$ cat config.mk
export PLATFORM = sky130hd
export DESIGN_NAME = stream_fifo
export DESIGN_NICKNAME = d
export VERILOG_FILES = /design/src/rtl/stream_fifo.sv
export SDC_FILE = /design/constraint.sdc
export NUM_CORES = 1
export LEC_CHECK = 0
export CELL_PAD_IN_SITES_DETAIL_PLACEMENT = 1
export CELL_PAD_IN_SITES_GLOBAL_PLACEMENT = 2
export CORE_UTILIZATION = 49
export CTS_CLUSTER_SIZE = 8
export DETAILED_ROUTE_END_ITERATION = 8
export GPL_TIMING_DRIVEN = 0
export HOLD_SLACK_MARGIN = 0.1
export PLACE_DENSITY_LB_ADDON = 0.1
export SLEW_MARGIN = 20
export SYNTH_ARGS = -nofsm -noshare
export SYNTH_HDL_FRONTEND = slang
export SYNTH_SLANG_ARGS = --single-unit
$ cat constraint.sdc
create_clock -name clock -period 6.2 [get_ports clock]
set_clock_uncertainty 0.2 [all_clocks]
set_input_delay 1.24 -clock clock [delete_from_list [all_inputs] [get_ports clock]]
set_output_delay 1.24 -clock clock [all_outputs]
set_load 0.02 [all_outputs]
$ cat src/rtl/stream_fifo.sv
// First-word-fall-through stream FIFO: circular buffer with registered count,
// full/empty derived from count, and sticky overflow/underflow flags.
module stream_fifo #(
  parameter int DWIDTH = 8,
  parameter int AWIDTH = 4
) (
  input  logic              clock,
  input  logic              reset,
  input  logic              wr_en,
  input  logic [DWIDTH-1:0] din,
  output logic              full,
  input  logic              rd_en,
  output logic [DWIDTH-1:0] dout,
  output logic              empty,
  output logic [AWIDTH:0]   count,
  output logic              overflow,
  output logic              underflow
);
  localparam int                DEPTH    = 1 << AWIDTH;
  localparam logic [AWIDTH:0]   CNT_FULL = DEPTH[AWIDTH:0];
  localparam logic [AWIDTH:0]   CNT_ONE  = 1;
  localparam logic [AWIDTH-1:0] PTR_ONE  = 1;

  logic [DWIDTH-1:0] mem_q [DEPTH];
  logic [AWIDTH-1:0] wr_ptr_q, wr_ptr_d;
  logic [AWIDTH-1:0] rd_ptr_q, rd_ptr_d;
  logic [AWIDTH:0]   count_q, count_d;
  logic              overflow_q, overflow_d;
  logic              underflow_q, underflow_d;
  logic              wr_acc, rd_acc;

  // Flags come from registered count only, so they never depend on this cycle's requests.
  assign full      = (count_q == CNT_FULL);
  assign empty     = (count_q == '0);
  assign count     = count_q;
  assign overflow  = overflow_q;
  assign underflow = underflow_q;
  assign dout      = mem_q[rd_ptr_q];

  always_comb begin
    wr_acc      = wr_en && !full;
    rd_acc      = rd_en && !empty;
    wr_ptr_d    = wr_ptr_q;
    rd_ptr_d    = rd_ptr_q;
    count_d     = count_q;
    overflow_d  = overflow_q  || (wr_en && full);
    underflow_d = underflow_q || (rd_en && empty);
    if (wr_acc) wr_ptr_d = wr_ptr_q + PTR_ONE;
    if (rd_acc) rd_ptr_d = rd_ptr_q + PTR_ONE;
    if (wr_acc && !rd_acc)      count_d = count_q + CNT_ONE;
    else if (rd_acc && !wr_acc) count_d = count_q - CNT_ONE;
  end

  always_ff @(posedge clock) begin
    if (reset) begin
      wr_ptr_q    <= '0;
      rd_ptr_q    <= '0;
      count_q     <= '0;
      overflow_q  <= 1'b0;
      underflow_q <= 1'b0;
    end else begin
      wr_ptr_q    <= wr_ptr_d;
      rd_ptr_q    <= rd_ptr_d;
      count_q     <= count_d;
      overflow_q  <= overflow_d;
      underflow_q <= underflow_d;
    end
  end

  // Storage is not reset; stale words are unreachable once the pointers clear.
  always_ff @(posedge clock) begin
    if (!reset && wr_acc) mem_q[wr_ptr_q] <= din;
  end
endmodule

== Word level (Yosys, flattened, before mapping) ==
Memory sizes are Yosys's and may differ from the RTL's. A register that Yosys moved wholly into a read port is not among the register bits.
Cells that the tools add are included.
Word-level totals
  memory bits (writable): 128
  output and inout bits: 17
  bits in registers: 15
  memories: 1
Operators by class
  reduce and logical (&&, ||, !) cells: 16
  multiplexer cells: 6
  equal/unequal tests: 1
  $add $sub $neg: 4
Memory list
  mem_q: depth 16, bits a word 8, rd ports 1, clocked after Yosys merged registers in 1, write ports 1, line 24  | logic [DWIDTH-1:0] mem_q [DEPTH];
Operators by type and width (count)
  $mux W5: 2
  $add A4 B1 Y4 const B: 2
  $mux W4: 2
  $logic_and A1 B1 Y1: 7
  $add A5 B1 Y5 const B: 1
  $eq A5 B5 Y1 const B: 1
  $logic_not A1 Y1: 5
  $logic_not A5 Y1: 1
  $sub A5 B1 Y5 const B: 1
  $logic_or A1 B1 Y1: 2
  $mux W1: 2
  $reduce_bool A2 Y1: 1

== Depth between registers and ports, before layout ==
  depth after elaboration: 7
  depth in mapped cells: 11
  gate-level depth less buffers: 9

== Least setup slack after synthesis ==
OpenSTA, ideal clock, no wires.
  path kind: input -> register
  start: input port wr_en
  end: register count_q[4] (netlist: count[4])
  data arrival time: 2.804 ns
  cell stages on the path: 9
  buffers on the path: 1
  setup time: 0.121 ns
  path slack: 3.075 ns
  cell sequence: o21a_1 buf_6 ha_1 inv_1 ha_1 a21oi_1 a211oi_1 a31oi_1 mux2_2
Between the ends
  longest elaborated chain between the ends: 4
RTL lines
  start, declared: line 9  | input logic wr_en,
  $logic_and A1 B1 Y1 (*): line 41  | wr_acc = wr_en && !full;
  net wr_acc: line 30  | logic wr_acc, rd_acc;
  $logic_not A1 Y1: line 51  | else if (rd_acc && !wr_acc) count_d = count_q - CNT_ONE;
  $logic_and A1 B1 Y1: line 51
  $reduce_bool A2 Y1 (no source line)
  end signal, assigned: line 64  | count_q <= count_d;
  end, declared: line 27  | logic [AWIDTH:0] count_q, count_d;
The timed path passes the listed nets; every way through them passes the cells marked *.
A chain may end at the register's enable or synchronous reset.

==> results.toml <==
[synthesis]
syn_avg_cell_area_sq_um = 18.39
synth_cells = 315
ys_seq_area_share_pct = 72.92
synth_area_sq_mm = 0.005793
ys.warnings.count = 0
ys_seq_elements = 147
yosysUniqueCellTypes = 35
syn_nets = 337

[sta]
final_max_slew_viol_count = 0
min_period_ps = 4423
hold_viol_final = 0
worst_slew_pin_slew_ps = 974.9
layout_setup_ws_ps = 1777
finalSetupViolations = 0
post-route-period-util_pct = 71.33
fin_tns_setup_ps = 0
hold_ws_ps = 272.0
rsz0062_at_grt = "no"
slew_headroom_pct = 34.77
fmax_ghz = 0.2261

[global_routing]
grt_overflow_total = 0
track_usage_pct = 21.23
grt_pass1_vias = 3210
grt_max_degree = 17
antenna_found_initial = 0
grt_pass1_wl_mm = 18.29

[clock_tree]
clk_path_buf_depth = 2
cts_inserted_buffers = 17
ctsResizeCount = 0
hold_buffers = 0
clock_sinks = 147
htreeDepth = 4
clk_latency_ps = 420
cts_tree = "built"
cts_root_buf = "clkbuf_16"
post_cts_buffers = 0
clk_pin_slew_ps = 60

[route]
drtIter0Drc = 148
drt_wl_total_mm = 11.82
drc = 0
antenna_left = 0
drt_pass1_iterations = 4
drt-wirelength-per-cell_microns = 22.82
dr_total_vias = 2958
viasPerCell = 5.710

[worst_setup_path]
path_max_fanout = 10
critPathLaunchType = "flop"
slowest_delay_ps = 570
cp.required_ps = 4760
cpMaxStageDelayCell = "mux4_2"
r2r_end = "count[4]"
critPathBufInv = 3
crit_type = "reg2out"
path_delay_family = "buffers and inverters"
path_cells = "clkbuf_1 -> buf_2 -> mux4_2 -> a22oi_1 -> nand2_1 -> clkdlybuf4s50_1"
worstPathArrival_ps = 2980
r2r_setup_slack_ps = 2980
end_kind = "primary output"
r2r_start = "count[0]"
worstRegToRegCells = 11

[worst_hold_path]
hold_path_depth = 2
hp-start = "underflow"
holdCritPathClass = "reg2reg"
hold_end = "underflow"

[place]
io_buffer_count = 28
placed_area_sq_mm = 0.006252
gp_congestion = 0.7396
placedCellCount = 486
hpwl_mm = 7.657
preCtsSetupSlack_ps = 2149

[cells_and_area]
regArea_sq_mm = 0.004224
multi_input_area_sq_mm = 0.001479
n_antenna_cell = 0
finalInstanceArea_sq_mm = 0.006844
syn_to_final_growth_pct = 18.14
layout-drive-gt1-share_pct = 18.93
final_nets = 384
fillers = 1022
finalNonFillerCells = 518

[pwr]
vdd_drop_max_mv = 0.2603
powerDensity_mw_per_mm2 = 420.0
leakagePower_nw = 2.253

[floorplan]
dieArea_sq_mm = 0.01226
initial_core_util_pct = 50.52
die_x_microns = 110.7
rows = 39
coreArea_sq_mm = 0.01147
die_y_microns = 110.7
io_pins = 29

[status]
status = "complete, no violations"

[run]
maxCapViolCount = 0
area by class of cell:
type                       count  area share [%]
buffer                        15           1.097
clock buffer                  17           6.216
clock inverter                15           2.431
inverter                       4          0.2194
multi-input combinational    149           21.61
sequential                   147           61.72
tap                          143           2.614
timing repair buffer          28           4.095
registers in the layout, summed over array words and instances (netlist names), named ones only:
register,count
rd_ptr_q,4
mem_q,128
count,5
overflow,1
underflow,1
wr_ptr_q,4
tightest hold or removal path, delay by kind of cell, from the launching register on:
family / cells / cell delay [ps]
AOI/OAI and AO/OA: 1 / 40
DFF: 1 / 330
and+or+nand+nor: 1 / 70
layout by cell type, fill, tap and decap left out, types with 4 or more instances in the layout:
| cell type | n |
|---|---|
| ha_1 | 9 |
| inv_1 | 4 |
| clkinvlp_4 | 6 |
| and3_1 | 5 |
| a22oi_1 | 16 |
| clkbuf_1 | 7 |
| nand2_1 | 13 |
| clkbuf_16 | 17 |
| dfxtp_1 | 19 |
| nor2_1 | 35 |
| a21oi_1 | 5 |
| xor2_1 | 6 |
| edfxtp_1 | 128 |
| clkdlybuf4s50_1 | 28 |
| mux4_2 | 32 |
metal layers:
layer,vias up,track usage (%),share of wire [%]
li1,1349,-,-
met1,1536,26.13,43
met2,57,35.28,51
met3,16,5.139,3.4
met4,0,10.49,2.0
met5,-,0,0
stage by stage:
stage | total power [mW] | utilization [%]
after floorplan | 1.652 | -
after global placement | 1.873 | 54.52
after detailed placement | 1.890 | 54.52
after CTS | 2.903 | 59.68
after global routing | 2.991 | 59.68
final | 2.875 | 59.68
cells by family (layout without fill, tap and decap cells):
| family | Yosys count | count (layout) | share of synthesized area, % |
|---|---|---|---|
| buffers and inverters | 19 | 79 | 1.555 |
| DFF | 147 | 147 | 72.92 |
| muxes | 36 | 36 | 13.15 |
| adders and majority gates | 10 | 10 | 2.289 |
| xor gates and xnor gates | 8 | 8 | 1.210 |
| and+or+nand+nor | 65 | 65 | 5.119 |
| AOI/OAI and AO/OA | 30 | 30 | 3.758 |
cell usage after synthesis:
cell type | n | share of area, %
a211oi_1 | 1 | 0.13
mux2i_1 | 3 | 0.52
o21ai_2 | 1 | 0.15
and2_1 | 1 | 0.11
nor2b_1 | 3 | 0.32
mux2_2 | 1 | 0.19
a31oi_1 | 1 | 0.11
a21oi_1 | 5 | 0.43
mux4_2 | 32 | 12
nand3b_1 | 1 | 0.13
nor4_1 | 1 | 0.11
fa_1 | 1 | 0.35
clkbuf_1 | 7 | 0.45
buf_6 | 2 | 0.39
buf_2 | 3 | 0.26
edfxtp_1 | 128 | 66
or4_4 | 1 | 0.19
xnor2_1 | 2 | 0.30
o211ai_1 | 3 | 0.39
a22oi_1 | 16 | 2.1
and3_1 | 5 | 0.54
nor2_1 | 35 | 2.3
nand3_1 | 1 | 0.086
inv_1 | 4 | 0.26
buf_1 | 3 | 0.19
dfxtp_1 | 19 | 6.6
ha_1 | 9 | 1.9
nor3b_1 | 1 | 0.13
or3_1 | 2 | 0.22
xor2_1 | 6 | 0.91
o21a_1 | 1 | 0.13
o211ai_2 | 1 | 0.22
nand2_1 | 13 | 0.84
a21o_1 | 1 | 0.13
nor4bb_1 | 1 | 0.17
where the power goes:
group / switching (mW) / internal, mW
Sequential: 0.0343 / 1.12
Combinational: 0.360 / 0.343
Clock: 0.393 / 0.626
Total: 0.787 / 2.09
worst max path at each step:
stage               end   from  slack (ps)  depth (start not counted)
6_report        dout[6]   flop        1780                          6
5_1_grt         dout[6]   flop        1550                          6
4_1_cts         dout[6]   flop        1690                          6
3_5_place_dp    dout[6]   flop        2150                          6
3_3_place_gp    dout[6]   flop        2150                          6
2_1_floorplan  count[4]  wr_en        3070                          9
(Power assumes the default switching activity.)
